--- config.mk ---
export PLATFORM = sky130hd
export DESIGN_NAME = alu_sequencer
export DESIGN_NICKNAME = d
export VERILOG_FILES = /design/src/rtl/alu_sequencer.sv
export SDC_FILE = /design/constraint.sdc
export NUM_CORES = 1
export LEC_CHECK = 0
export ABC_AREA = 0
export CAP_MARGIN = 20
export CORE_UTILIZATION = 50
export CTS_CLUSTER_DIAMETER = 200
export DETAILED_ROUTE_END_ITERATION = 8
export PLACE_DENSITY_LB_ADDON = 0.15
export RECOVER_POWER = 25
export SLEW_MARGIN = 40
export SYNTH_ARGS = -nofsm -noshare
export SYNTH_HDL_FRONTEND = slang
export SYNTH_SLANG_ARGS = --single-unit
--- constraint.sdc ---
create_clock -name clock -period 9.6 [get_ports clock]
set_input_delay 1.92 -clock clock [delete_from_list [all_inputs] [get_ports clock]]
set_output_delay 1.92 -clock clock [all_outputs]
set_load 0.01 [all_outputs]
--- src/rtl/alu_sequencer.sv ---
// Keypad-driven sequencer for a multi-cycle ALU: collects "A op B =" from ASCII keys,
// issues the operation, waits RESULT_LATENCY cycles and latches the result.
module alu_sequencer #(
  parameter int RESULT_LATENCY = 2
) (
  input  logic        clock,
  input  logic        reset,
  input  logic        key_valid,
  input  logic [7:0]  key_data,
  output logic        key_ready,
  output logic [7:0]  alu_data_a,
  output logic [7:0]  alu_data_b,
  output logic [7:0]  alu_operation,
  input  logic [15:0] alu_result,
  input  logic        alu_overflow,
  output logic [7:0]  result,
  output logic        result_valid,
  output logic        overflow_flag,
  output logic        busy,
  output logic        error,
  output logic [1:0]  err_code
);

  localparam int CNT_W = $clog2(RESULT_LATENCY + 1);

  localparam logic [7:0] K_ADD = 8'h2B;
  localparam logic [7:0] K_SUB = 8'h2D;
  localparam logic [7:0] K_MUL = 8'h2A;
  localparam logic [7:0] K_DIV = 8'h2F;
  localparam logic [7:0] K_AND = 8'h26;
  localparam logic [7:0] K_OR  = 8'h7C;
  localparam logic [7:0] K_EQ  = 8'h3D;
  localparam logic [7:0] K_CLR = 8'h43;

  localparam logic [1:0] E_DIV0   = 2'b01;
  localparam logic [1:0] E_RANGE  = 2'b10;
  localparam logic [1:0] E_SYNTAX = 2'b11;

  typedef enum logic [2:0] {
    S_IDLE, S_GET_A, S_GET_OP, S_GET_B, S_EXEC, S_WAIT, S_DONE, S_ERROR
  } state_t;

  state_t             state_q, state_d;
  logic [9:0]         acc_q, acc_d;
  logic [1:0]         ndig_q, ndig_d;
  logic [7:0]         a_q, a_d;
  logic [7:0]         b_q, b_d;
  logic [7:0]         op_q, op_d;
  logic [CNT_W-1:0]   cnt_q, cnt_d;
  logic [7:0]         result_q, result_d;
  logic               result_valid_q, result_valid_d;
  logic               overflow_q, overflow_d;
  logic [1:0]         err_code_q, err_code_d;
  logic               key_ready_q, key_ready_d;
  logic               busy_q, busy_d;
  logic               error_q, error_d;
  logic [7:0]         alu_op_q, alu_op_d;

  logic               key_accept, is_digit, is_op, is_eq, is_clr, acc_bad;
  logic [3:0]         digit;
  logic [11:0]        acc_ext;
  logic               unused_alu_hi;

  // Decimal shift-in; 12 bits holds 255*10+9 so the range check never wraps.
  function automatic logic [11:0] acc_mac(input logic [9:0] acc, input logic [3:0] dig);
    return 12'(acc) * 12'd10 + 12'(dig);
  endfunction

  assign unused_alu_hi = ^alu_result[15:8];

  assign key_accept = key_valid && key_ready_q;
  assign is_digit   = (key_data >= 8'h30) && (key_data <= 8'h39);
  assign is_op      = (key_data == K_ADD) || (key_data == K_SUB) || (key_data == K_MUL) ||
                      (key_data == K_DIV) || (key_data == K_AND) || (key_data == K_OR);
  assign is_eq      = (key_data == K_EQ);
  assign is_clr     = (key_data == K_CLR);
  assign digit      = key_data[3:0];
  assign acc_ext    = acc_mac(acc_q, digit);
  assign acc_bad    = (ndig_q == 2'd3) || (acc_ext > 12'd255);

  always_comb begin
    state_d        = state_q;
    acc_d          = acc_q;
    ndig_d         = ndig_q;
    a_d            = a_q;
    b_d            = b_q;
    op_d           = op_q;
    cnt_d          = cnt_q;
    result_d       = result_q;
    overflow_d     = overflow_q;
    result_valid_d = 1'b0;
    err_code_d     = err_code_q;

    case (state_q)
      S_EXEC: begin
        cnt_d   = CNT_W'(RESULT_LATENCY);
        state_d = S_WAIT;
      end
      S_WAIT: begin
        if (cnt_q == CNT_W'(1)) begin
          result_d       = alu_result[7:0];
          overflow_d     = alu_overflow;
          result_valid_d = 1'b1;
          state_d        = S_DONE;
        end else begin
          cnt_d = cnt_q - CNT_W'(1);
        end
      end
      default: begin
        if (key_accept) begin
          if (is_clr) begin
            state_d    = S_IDLE;
            acc_d      = '0;
            ndig_d     = '0;
            a_d        = '0;
            b_d        = '0;
            op_d       = '0;
            err_code_d = '0;
          end else begin
            case (state_q)
              S_IDLE: begin
                if (is_digit) begin
                  acc_d   = 10'(digit);
                  ndig_d  = 2'd1;
                  state_d = S_GET_A;
                end else if (is_op || is_eq) begin
                  state_d    = S_ERROR;
                  err_code_d = E_SYNTAX;
                end
              end
              S_GET_A: begin
                if (is_digit) begin
                  if (acc_bad) begin
                    state_d    = S_ERROR;
                    err_code_d = E_RANGE;
                  end else begin
                    acc_d  = acc_ext[9:0];
                    ndig_d = ndig_q + 2'd1;
                  end
                end else if (is_op) begin
                  a_d     = acc_q[7:0];
                  op_d    = key_data;
                  state_d = S_GET_OP;
                end else if (is_eq) begin
                  state_d    = S_ERROR;
                  err_code_d = E_SYNTAX;
                end
              end
              S_GET_OP: begin
                if (is_digit) begin
                  acc_d   = 10'(digit);
                  b_d     = 8'(digit);
                  ndig_d  = 2'd1;
                  state_d = S_GET_B;
                end else if (is_op) begin
                  op_d = key_data;
                end else if (is_eq) begin
                  state_d    = S_ERROR;
                  err_code_d = E_SYNTAX;
                end
              end
              S_GET_B: begin
                if (is_digit) begin
                  if (acc_bad) begin
                    state_d    = S_ERROR;
                    err_code_d = E_RANGE;
                  end else begin
                    acc_d  = acc_ext[9:0];
                    b_d    = acc_ext[7:0];
                    ndig_d = ndig_q + 2'd1;
                  end
                end else if (is_op) begin
                  state_d    = S_ERROR;
                  err_code_d = E_SYNTAX;
                end else if (is_eq) begin
                  // A zero divisor is caught here so the ALU never sees it.
                  if ((op_q == K_DIV) && (b_q == 8'd0)) begin
                    state_d    = S_ERROR;
                    err_code_d = E_DIV0;
                  end else begin
                    state_d = S_EXEC;
                  end
                end
              end
              S_DONE: begin
                if (is_digit) begin
                  acc_d   = 10'(digit);
                  ndig_d  = 2'd1;
                  state_d = S_GET_A;
                end else if (is_op) begin
                  if (overflow_q) begin
                    state_d    = S_ERROR;
                    err_code_d = E_SYNTAX;
                  end else begin
                    a_d     = result_q;
                    op_d    = key_data;
                    state_d = S_GET_OP;
                  end
                end
              end
              default: ;
            endcase
          end
        end
      end
    endcase

    key_ready_d = (state_d != S_EXEC) && (state_d != S_WAIT);
    busy_d      = !key_ready_d;
    error_d     = (state_d == S_ERROR);
    alu_op_d    = busy_d ? op_d : 8'h00;
  end

  always_ff @(posedge clock) begin
    if (reset) begin
      state_q        <= S_IDLE;
      acc_q          <= '0;
      ndig_q         <= '0;
      a_q            <= '0;
      b_q            <= '0;
      op_q           <= '0;
      cnt_q          <= '0;
      result_q       <= '0;
      result_valid_q <= 1'b0;
      overflow_q     <= 1'b0;
      err_code_q     <= '0;
      key_ready_q    <= 1'b1;
      busy_q         <= 1'b0;
      error_q        <= 1'b0;
      alu_op_q       <= '0;
    end else begin
      state_q        <= state_d;
      acc_q          <= acc_d;
      ndig_q         <= ndig_d;
      a_q            <= a_d;
      b_q            <= b_d;
      op_q           <= op_d;
      cnt_q          <= cnt_d;
      result_q       <= result_d;
      result_valid_q <= result_valid_d;
      overflow_q     <= overflow_d;
      err_code_q     <= err_code_d;
      key_ready_q    <= key_ready_d;
      busy_q         <= busy_d;
      error_q        <= error_d;
      alu_op_q       <= alu_op_d;
    end
  end

  assign key_ready     = key_ready_q;
  assign alu_data_a    = a_q;
  assign alu_data_b    = b_q;
  assign alu_operation = alu_op_q;
  assign result        = result_q;
  assign result_valid  = result_valid_q;
  assign overflow_flag = overflow_q;
  assign busy          = busy_q;
  assign error         = error_q;
  assign err_code      = err_code_q;

endmodule

Word level (Yosys, flattened, before mapping)
Cells that the tools add are included.
- bits in registers: 64
- input bits: 28
- $add $sub $neg: 3
- multipliers: 1
- magnitude comparators: 3
- eq/ne operators: 38
- muxes and demuxes: 70
- bitwise gates (word level): 2
- reduce and logical (&&, ||, !) cells: 31
- operator list (kind ; number):
    $mux 8 ; 18
    $eq 8x6->1 const B ; 7
    $mux 3 ; 17
    $pmux 8 s2 ; 3
    $ne 3x3->1 const B ; 15
    $mux 2 ; 21
    $mux 10 ; 4
    $pmux 10 s2 ; 1
    $eq 8x7->1 const B ; 2
    $pmux 3 s5 ; 1
    $add 12x4->12 ; 1
    $eq 3x3->1 const B ; 4
    $gt 12x8->1 const B ; 1
    $reduce_and 6->1 ; 2
    $mul 10x3->11 const B ; 1
    $reduce_and 11->1 ; 1
    $ne 5x5->1 const B ; 2
    $pmux 2 s5 ; 1
    $reduce_or 2->1 ; 5
    $reduce_bool 3->1 ; 3
    $ge 8x6->1 const B ; 1
    $le 8x6->1 const B ; 1
    $logic_not 8->1 ; 1
    $pmux 2 s2 ; 2
    other kinds (20) ; 33

Depth between registers and ports, before layout
Gate-level depths: netlist of the first run.
- depth after elaboration: 16
- gate-level depth with buffers: 12
- mapped depth without buffers: 11

Least setup slack after synthesis of the first run
Ideal clock, no wire load.
- path kind: input to register
- from: in key_data[1]
- to: reg b_q[2], in the netlist alu_data_b[2]
- arrival time: 4.328 ns
- data required time: 9.479 ns
- slack: 5.150 ns
- stages: 11
- path through: ha_1 -> fa_1 -> a21o_1 -> and3b_1 -> nor3b_2 -> a21oi_1 -> o211ai_1 -> a21o_4 -> a311o_1 -> buf_6 -> mux2_4
- cells in the longest elaborated chain, start to end: 5
- RTL lines (what ; RTL line ; text):
    start: declaration ; 9 ; input logic [7:0] key_data,
    $add 12x4->12 ; 66 ; return 12'(acc) * 12'd10 + 12'(dig);
    $gt 12x8->1 or $mux 8 (tied branches) ; 79, 164 ;
    $logic_or 1x1->1 or $mux 8 (tied branches) ; 79, 163 ;
    $ne 3x3->1 (no source line) or $pmux 8 s2 (tied branches) ; n/a ;
    $reduce_and 6->1 (no source line) or $mux 8 (tied branches) ; n/a ;
    end signal: assignment ; 220 ; b_q <= '0;
    end signal: assignment ; 236 ; b_q <= b_d;
    end: declaration ; 47 ; logic [7:0] b_q, b_d;
Parallel ways exist; a longest one is shown, timed or not. The select of a mux whose other input is x is not followed.
A chain may end at the register's enable or synchronous reset.

==> results of run 1 <==
## layout by cell type (no fill, tap or decap), types with 12 or more instances in the layout
cell type	Yosys	routed
nor3_1	25	25
dfxtp_1	64	64
clkdlybuf4s50_1	0	44
mux2i_1	16	16
dlygate4sd3_1	0	14
ha_1	20	20
a21oi_1	32	32
nand2_1	53	53
nor2_1	39	39
o21ai_0	12	12
## worst min path at each step
stage / startpoint / end / slack, ns / cells after the start
detailed placement: acc_q[9] / acc_q[9] / 0.46 / 1
floorplan: op_q[7] / op_q[7] / 0.43 / 2
finish: acc_q[9] / acc_q[9] / 0.47 / 1
global route: result[4] / result[4] / 0.50 / 2
global placement: acc_q[9] / acc_q[9] / 0.45 / 1
CTS: alu_data_b[1] / alu_data_b[1] / 0.48 / 2
## layout make-up
class | instances | area [um2] | share of cell area
multi-input cells | 338 | 2260 | 0.499
well taps | 96 | 120 | 0.0265
clock inverters | 6 | 108 | 0.0238
flip-flops and latches | 64 | 1280 | 0.283
clock buffers | 10 | 128 | 0.0282
inverters | 10 | 37.5 | 0.00829
repair buffers | 60 | 592 | 0.131
## critical path: stages
cell	delay, ns
dlygate4sd3_1	0.52
clkbuf_1	1.42
clkinv_1	0.80
a41o_1	0.53
a22o_1	0.29
## cell families (layout without fill, tap and decap cells)
group                    after synthesis  after routing
AND/OR/NAND/NOR                      167            167
AO/OA/AOI/OAI                        118            118
flip-flops                            64             64
buffers and inverters                 34             86
adder cells (fa/ha/maj)               22             22
multiplexers                          22             22
XOR/XNOR                               9              9
## routing by layer
| metal | global-route usage | vias to the layer above | share of wire |
|---|---|---|---|
| met4 | 0.0984 | 0 | 0.013 |
| met5 | 0 | - | 0 |
| met2 | 0.425 | 120 | 0.45 |
| met1 | 0.354 | 1654 | 0.48 |
| met3 | 0.0481 | 12 | 0.062 |
| li1 | - | 1700 | - |
## power breakdown
group | leakage (nW) | switching, mW | internal (mW)
clock network | 0.116 | 0.107 | 0.172
logic | 1.25 | 0.0221 | 0.0167
registers | 0.515 | 0.00165 | 0.266
## stage by stage
| step | cells | power [mW] | area (um2) | setup WS (ns) |
|---|---|---|---|---|
| 2_1_floorplan | 436 | 0.296 | 3670 | 5.15 |
| 3_3_place_gp | 568 | 0.312 | 4290 | 4.15 |
| 3_5_place_dp | 568 | 0.312 | 4290 | 4.12 |
| 4_1_cts | 584 | 0.588 | 4530 | 4.45 |
| 5_1_grt | 584 | 0.601 | 4530 | 4.02 |
| 6_report | 584 | 0.585 | 4530 | 4.35 |
## registers in the layout, summed over array words and instances (netlist names), 3 cells and up
register	flops
acc_q	10
alu_data_b	8
state_q	3
op_q	8
result	8
alu_data_a	8
alu_operation	8
==> impl_metrics.py, run 1 <==
metrics = {
    "flow_run": {
        "max-cap-violations": 1,
    },
    "drt": {
        "drtPass1Iterations": 4,
        "route.detailed.drc": 0,
        "routed_wl_mm": 9.61,
        "drtIter0Drc": 295,
        "ant_nets": 0,
        "vias": 3486,
        "vias_per_cell": 5.97,
        "wl_per_cell_um": 16.5,
    },
    "clock_network": {
        "insertion_delay_ns": 0.34,
        "cts.reportedPaths.clkPinSlew_ns": 0.07,
        "cts_hold_buf": 0,
        "cts_buffer_depth": 2,
        "ctsHtreeMaxLevel": 3,
        "cts-buffers-inserted": 9,
        "cts_setup_buffers": 0,
        "cts_tree": "yes",
        "clockRootBuffer": "clkbuf_8",
        "cts-resized-gates": 0,
        "cts.sink_count": 64,
    },
    "floorplanning": {
        "io_pins": 67,
        "initial_utilization": 0.529,
        "dieArea_um2": 7690,
        "die_y_um": 87.7,
        "core_area_um2": 6940,
        "row_count": 30,
        "die_w_um": 87.7,
    },
    "run_status": {
        "violations": "capacitance limit, slew limit",
        "outcome": "complete, but fails checks",
    },
    "logic_synthesis": {
        "synth_seq_cells": 64,
        "syn-cell-area_um2": 3670,
        "synth_top_area_share": 0.349,
        "post-synth-top-count-cell": "dfxtp_1",
        "yosysSeqAreaShare": 0.349,
        "synth_compound_area_frac": 0.226,
        "async_flop_share": 0,
        "synth-simple-area-share": 0.222,
        "synth_top_area_cell": "dfxtp_1",
        "synth_top_family_by_area": "compound AO/OA/AOI/OAI gates",
        "synth_area_per_cell_um2": 8.43,
        "ys.flop_type": "dfxtp_1",
        "syn-num-nets": 486,
        "synth_xor_area_frac": 0.0235,
        "synth.area.mux_share": 0.0640,
        "synth_area_leaders": "dfxtp_1, ha_1, nand2_1, a21oi_1, mux2i_1",
        "synth-edff-count": 0,
        "synthTopCellsByCount": "dfxtp_1, nand2_1, nor2_1",
        "syn_inst": 436,
        "ys_types": 67,
        "synthAdderAreaFrac": 0.0790,
        "synth_warnings": 0,
    },
    "worst_hold_path": {
        "hold_path.class": "flip-flop to flip-flop",
    },
    "sta": {
        "fin_hold_ws_ns": 0.471,
        "slew_headroom": -0.324,
        "rsz0062_at_grt": "false",
        "period_needed_ns": 5.25,
        "clock_skew_ns": 0.00619,
        "clock.fmax_ghz": 0.190,
        "fin_crit_sh": 0.547,
        "setup_viol": 0,
        "tightest_slew_ns": 1.99,
        "hold_viol": 0,
        "tns_ns": 0,
        "slew_violations": 43,
    },
    "worst_setup_path": {
        "worstPathRequired_ns": 9.83,
        "r2r_cells": 11,
        "r2r_slack_ns": 5.59,
        "crit_arrival_ns": 5.48,
        "rr_endpoint": "alu_data_b[2]",
        "crit_path_start_kind": "input pin",
        "worst-setup-path-type": "input pin to flip-flop",
        "cp-startpoint": "reset",
        "rr_startpoint": "acc_q[1]",
        "crit_end": "acc_q[6]",
        "endpoint_kind": "flip-flop",
        "worst-path-max-fanout": 42,
    },
    "place": {
        "place_congestion": 0.903,
        "hpwlAfterDp_mm": 6.87,
        "port_buffers": 58,
    },
    "grt": {
        "antenna_found_initial": 0,
        "overflow": 0,
        "grt_max_degree": 43,
        "grt_pass1_vias": 3276,
        "grtUsageTotal": 0.264,
        "grt_pass1_wl_mm": 15.8,
    },
    "finish": {
        "nets": 533,
        "area_delta_synth_final_pct": 23.2,
        "diodes": 0,
        "n_fill_cell": 593,
        "drive_above_1_share": 0.0656,
        "final_util": 0.652,
    },
    "pwr": {
        "powerDensity_nw_per_um2": 129,
        "p_leak_nw": 1.88,
        "irDropWorstVdd_v": 0.0000847,
    },
}
Note: power is estimated with default switching activity, not from simulation.
==> run 2, diff against run 1 <==
==> constraint.sdc (replaced) <==
create_clock -name clock -period 5.05 [get_ports clock]
set_input_delay 1.01 -clock clock [delete_from_list [all_inputs] [get_ports clock]]
set_output_delay 1.01 -clock clock [all_outputs]
set_load 0.01 [all_outputs]
==> impl_metrics.py, run 2 (synthesized netlist as in run 1, its figures left out) <==
metrics = {
    "run_status": {
        "outcome": "complete, but fails checks",
        "violations": "capacitance limit, slew limit",
    },
    "drt": {
        "vias_per_cell": 6.02,
        "drtPass1Iterations": 7,
        "routed_wl_mm": 9.82,
        "vias": 3537,
        "ant_nets": 0,
        "wl_per_cell_um": 16.7,
        "drtIter0Drc": 234,
        "route.detailed.drc": 0,
    },
    "worst_setup_path": {
        "worst-setup-path-type": "flip-flop to flip-flop",
        "crit_chain": "ha_1 -> ha_1 -> fa_1 -> a211oi_1 -> nor2_1 -> nor3b_2 -> nand4_1 -> or3_1 -> a21o_4 -> a311o_1 -> mux2_4",
        "worstPathRequired_ns": 5.28,
        "max_stage_delay_ns": 0.55,
        "crit_path_start_kind": "flip-flop",
        "path_common_cell": "ha_1",
        "worst-path-max-fanout": 9,
        "endpoint_kind": "flip-flop",
        "cpMaxStageDelayCell": "a311o_1",
        "crit_arrival_ns": 4.36,
    },
    "finish": {
        "seq_area_um2": 1280,
        "n_fill_cell": 608,
        "final_common_cell": "dfxtp_1",
        "stdcell_count": 588,
        "multiInputGateArea_um2": 2260,
        "nets": 537,
        "largest_reg_flops": 10,
        "final_cell_mix": "dfxtp_1, nand2_1, clkdlybuf4s50_1",
        "area_delta_synth_final_pct": 23.0,
        "regMostFlops": "acc_q",
        "drive_above_1_share": 0.0711,
        "diodes": 0,
    },
    "sta": {
        "clock_skew_ns": 0.00448,
        "fin_crit_sh": 0.818,
        "slew_violations": 36,
        "rsz0062_at_grt": "false",
        "tns_ns": 0,
        "setup_viol": 0,
        "period_needed_ns": 4.13,
        "tightest_slew_ns": 1.56,
        "slew_headroom": -0.0420,
        "worst_slack_ns": 0.919,
        "clock.fmax_ghz": 0.242,
        "hold_viol": 0,
    },
    "place": {
        "port_buffers": 58,
        "hpwlAfterDp_mm": 7.12,
        "dp.cells": 572,
        "pre_cts_ws_ns": 0.631,
        "place_congestion": 0.909,
    },
    "grt": {
        "overflow": 0,
        "grt_max_degree": 36,
        "grt_pass1_vias": 3341,
        "grt_pass1_wl_mm": 16.3,
        "antenna_found_initial": 0,
        "grtUsageTotal": 0.275,
    },
    "floorplanning": {
        "core_area_um2": 6940,
        "die_y_um": 87.7,
        "row_count": 30,
        "io_pins": 67,
        "dieArea_um2": 7690,
        "die_w_um": 87.7,
        "initial_utilization": 0.529,
    },
    "clock_network": {
        "insertion_delay_ns": 0.34,
        "cts.sink_count": 64,
        "ctsHtreeMaxLevel": 3,
        "cts.reportedPaths.clkPinSlew_ns": 0.07,
        "cts_buffer_depth": 2,
        "clockRootBuffer": "clkbuf_8",
        "cts-buffers-inserted": 9,
        "cts-resized-gates": 0,
        "cts_hold_buf": 0,
        "cts_setup_buffers": 0,
        "cts_tree": "yes",
    },
    "worst_hold_path": {
        "hold_path.class": "flip-flop to flip-flop",
    },
    "pwr": {
        "irDropWorstVdd_v": 0.000211,
        "powerDensity_nw_per_um2": 227,
        "fin_total_pwr_mw": 1.03,
        "p_leak_nw": 1.89,
    },
    "flow_run": {
        "max-cap-violations": 1,
    },
}
run 2: changes by cell type in the layout (fill, tap and decap cells not counted), sizes merged:
cell / delta
buf: +4
bufinv: -2
clkbuf: +3
clkinvlp: -1
run 2: worst max-delay path: cells and delay by family, from the launching register on:
kind	cells	cell delay (ns)
muxes	1	0.36
adders and majority gates	3	0.99
DFF	1	0.50
and+or+nand+nor	4	0.90
AOI/OAI and AO/OA	3	1.26
run 2: final timing paths:
path                 start             to  slack, ns  cells after the start
setup / recovery  acc_q[1]  alu_data_b[2]       0.92                     11
hold / removal    acc_q[9]       acc_q[9]       0.47                      1
setup reg to reg  acc_q[1]  alu_data_b[2]       0.92                     11
hold reg to reg   acc_q[9]       acc_q[9]       0.47                      1
run 2: power by group:
group	internal, mW	switching [mW]	leakage (nW)
registers	0.506	0.00329	0.515
clock network	0.254	0.188	0.103
logic	0.0329	0.0422	1.27
run 2: layer usage:
layer | vias up | part of all wire | wire length [um] | track usage
li1 | 1706 | - | - | -
met1 | 1637 | 0.45 | 4450 | 0.371
met2 | 176 | 0.44 | 4360 | 0.433
met3 | 18 | 0.080 | 789 | 0.0679
met4 | 0 | 0.022 | 218 | 0.0864
met5 | - | 0 | 0 | 0
run 2: final cells by class:
type / count / area share
multi-input combinational: 338 / 0.500
sequential: 64 / 0.284
timing repair buffer: 64 / 0.138
clock buffer: 13 / 0.0352
tap: 96 / 0.0266
clock inverter: 3 / 0.00886
inverter: 10 / 0.00831
run 2: metrics by stage:
stage	hold WS, ns	cell area [um2]	utilization
after detailed placement	0.452	4320	0.622
after global placement	0.453	4320	0.622
after CTS	0.474	4520	0.651
after global routing	0.495	4520	0.651
after floorplan	0.429	3670	-
final	0.468	4520	0.651
==> run 3, diff against run 2 <==
==> constraint.sdc (replaced) <==
create_clock -name clock -period 4 [get_ports clock]
set_input_delay 0.8 -clock clock [delete_from_list [all_inputs] [get_ports clock]]
set_output_delay 0.8 -clock clock [all_outputs]
set_load 0.01 [all_outputs]
==> impl_metrics.py, run 3 (synthesized netlist as in run 1, its figures left out) <==
metrics = {
    "run_status": {
        "outcome": "complete, no violations",
    },
    "worst_setup_path": {
        "endpoint_kind": "flip-flop",
        "worstPathRequired_ns": 4.23,
        "worst-path-max-fanout": 9,
        "crit_arrival_ns": 4.08,
        "r2r_slack_ns": 0.15,
        "crit_path_start_kind": "flip-flop",
        "worst-setup-path-type": "flip-flop to flip-flop",
    },
    "drt": {
        "routed_wl_mm": 9.62,
        "ant_nets": 0,
        "drtIter0Drc": 218,
        "route.detailed.drc": 0,
        "vias": 3468,
        "drtPass1Iterations": 5,
        "vias_per_cell": 5.76,
        "wl_per_cell_um": 16.0,
    },
    "floorplanning": {
        "die_y_um": 87.7,
        "die_w_um": 87.7,
        "io_pins": 67,
        "dieArea_um2": 7690,
        "row_count": 30,
        "initial_utilization": 0.529,
        "core_area_um2": 6940,
    },
    "clock_network": {
        "cts_buffer_depth": 2,
        "ctsHtreeMaxLevel": 3,
        "cts_hold_buf": 0,
        "cts-buffers-inserted": 9,
        "clockRootBuffer": "clkbuf_8",
        "cts.reportedPaths.clkPinSlew_ns": 0.07,
        "insertion_delay_ns": 0.35,
        "cts_tree": "yes",
        "cts.sink_count": 64,
    },
    "pwr": {
        "powerDensity_nw_per_um2": 293,
        "fin_total_pwr_mw": 1.36,
        "p_leak_nw": 1.97,
        "irDropWorstVdd_v": 0.000227,
    },
    "sta": {
        "rsz0062_at_grt": "false",
        "fin_hold_ws_ns": 0.465,
        "tightest_slew_ns": 1.21,
        "tns_ns": 0,
        "clock_skew_ns": 0.00825,
        "hold_viol": 0,
        "clock.fmax_ghz": 0.260,
        "period_needed_ns": 3.85,
        "slew_headroom": 0.191,
        "fin_crit_sh": 0.962,
        "slew_violations": 0,
        "setup_viol": 0,
    },
    "grt": {
        "grt_pass1_wl_mm": 15.6,
        "grt_pass1_vias": 3183,
        "antenna_found_initial": 0,
        "grtUsageTotal": 0.267,
        "grt_max_degree": 29,
        "overflow": 0,
    },
    "finish": {
        "multiInputGateArea_um2": 2260,
        "diodes": 0,
        "n_fill_cell": 586,
        "final_common_cell": "dfxtp_1",
        "largest_reg_flops": 10,
        "final_util": 0.669,
        "area_delta_synth_final_pct": 26.5,
        "final_cell_mix": "dfxtp_1, nand2_1, clkdlybuf4s50_1",
        "drive_above_1_share": 0.0988,
        "regMostFlops": "acc_q",
        "nets": 551,
        "seq_area_um2": 1280,
    },
    "worst_hold_path": {
        "hold_path.class": "flip-flop to flip-flop",
    },
    "place": {
        "hpwlAfterDp_mm": 7.09,
        "place_congestion": 0.927,
        "port_buffers": 58,
    },
    "flow_run": {
        "max-cap-violations": 0,
    },
}
[run 3: cell count changes in the layout (fill, tap and decap cells not counted), sizes merged]
cell,previous run,this run
clkinvlp,0,2
buf,5,19
clkinv,3,2
bufinv,1,2
clkbuf,14,12
[run 3: worst paths after layout]
kind	startpoint	to	cells after the start
max reg2reg	acc_q[1]	alu_data_b[0]	12
min reg2reg	acc_q[9]	acc_q[9]	1
max	acc_q[1]	alu_data_b[0]	12
min	acc_q[9]	acc_q[9]	1
[run 3: area by class of cell]
cell class	count	area share
clock buffer	11	0.0304
clock inverter	5	0.0172
inverter	10	0.00808
multi-input combinational	338	0.486
sequential	64	0.276
tap	96	0.0258
timing repair buffer	78	0.156
[run 3: layer usage]
| metal | vias up | part of all wire | track usage |
|---|---|---|---|
| met5 | - | 0 | 0 |
| met4 | 0 | 0.018 | 0.0954 |
| met3 | 15 | 0.059 | 0.0697 |
| met2 | 125 | 0.44 | 0.412 |
| met1 | 1588 | 0.48 | 0.360 |
| li1 | 1740 | - | - |
[run 3: per-stage QoR]
stage                     instance area [um2]  instances  setup WS, ns
after floorplan                          3670        436         0.422
after global placement                   4430        586         0.142
after detailed placement                 4430        586         0.113
after CTS                                4650        602        0.0848
after global routing                     4650        602       0.00811
final                                    4650        602         0.152
[run 3: power by group]
group | leakage [nW] | switching [mW] | internal (mW)
Clock | 0.106 | 0.251 | 0.367
Sequential | 0.515 | 0.00414 | 0.639
Combinational | 1.34 | 0.0539 | 0.0457
Total | 1.97 | 0.309 | 1.05
[run 3: what timing repair did]
action	CTS	global route
endpoints found under the setup margin	0	13
endpoints found under the hold margin	0	0
gates resized for setup	0	1
setup buffers	0	0
[run 3: critical path, stage by stage, from the launching register on]
cell	delay, ns
dfxtp_1	0.48
ha_1	0.29
ha_1	0.25
fa_1	0.45
xor2_2	0.26
and3b_1	0.24
nor3b_2	0.23
nand4_1	0.11
or3_1	0.37
a21o_4	0.28
a311o_1	0.43
buf_4	0.20
mux2i_1	0.13
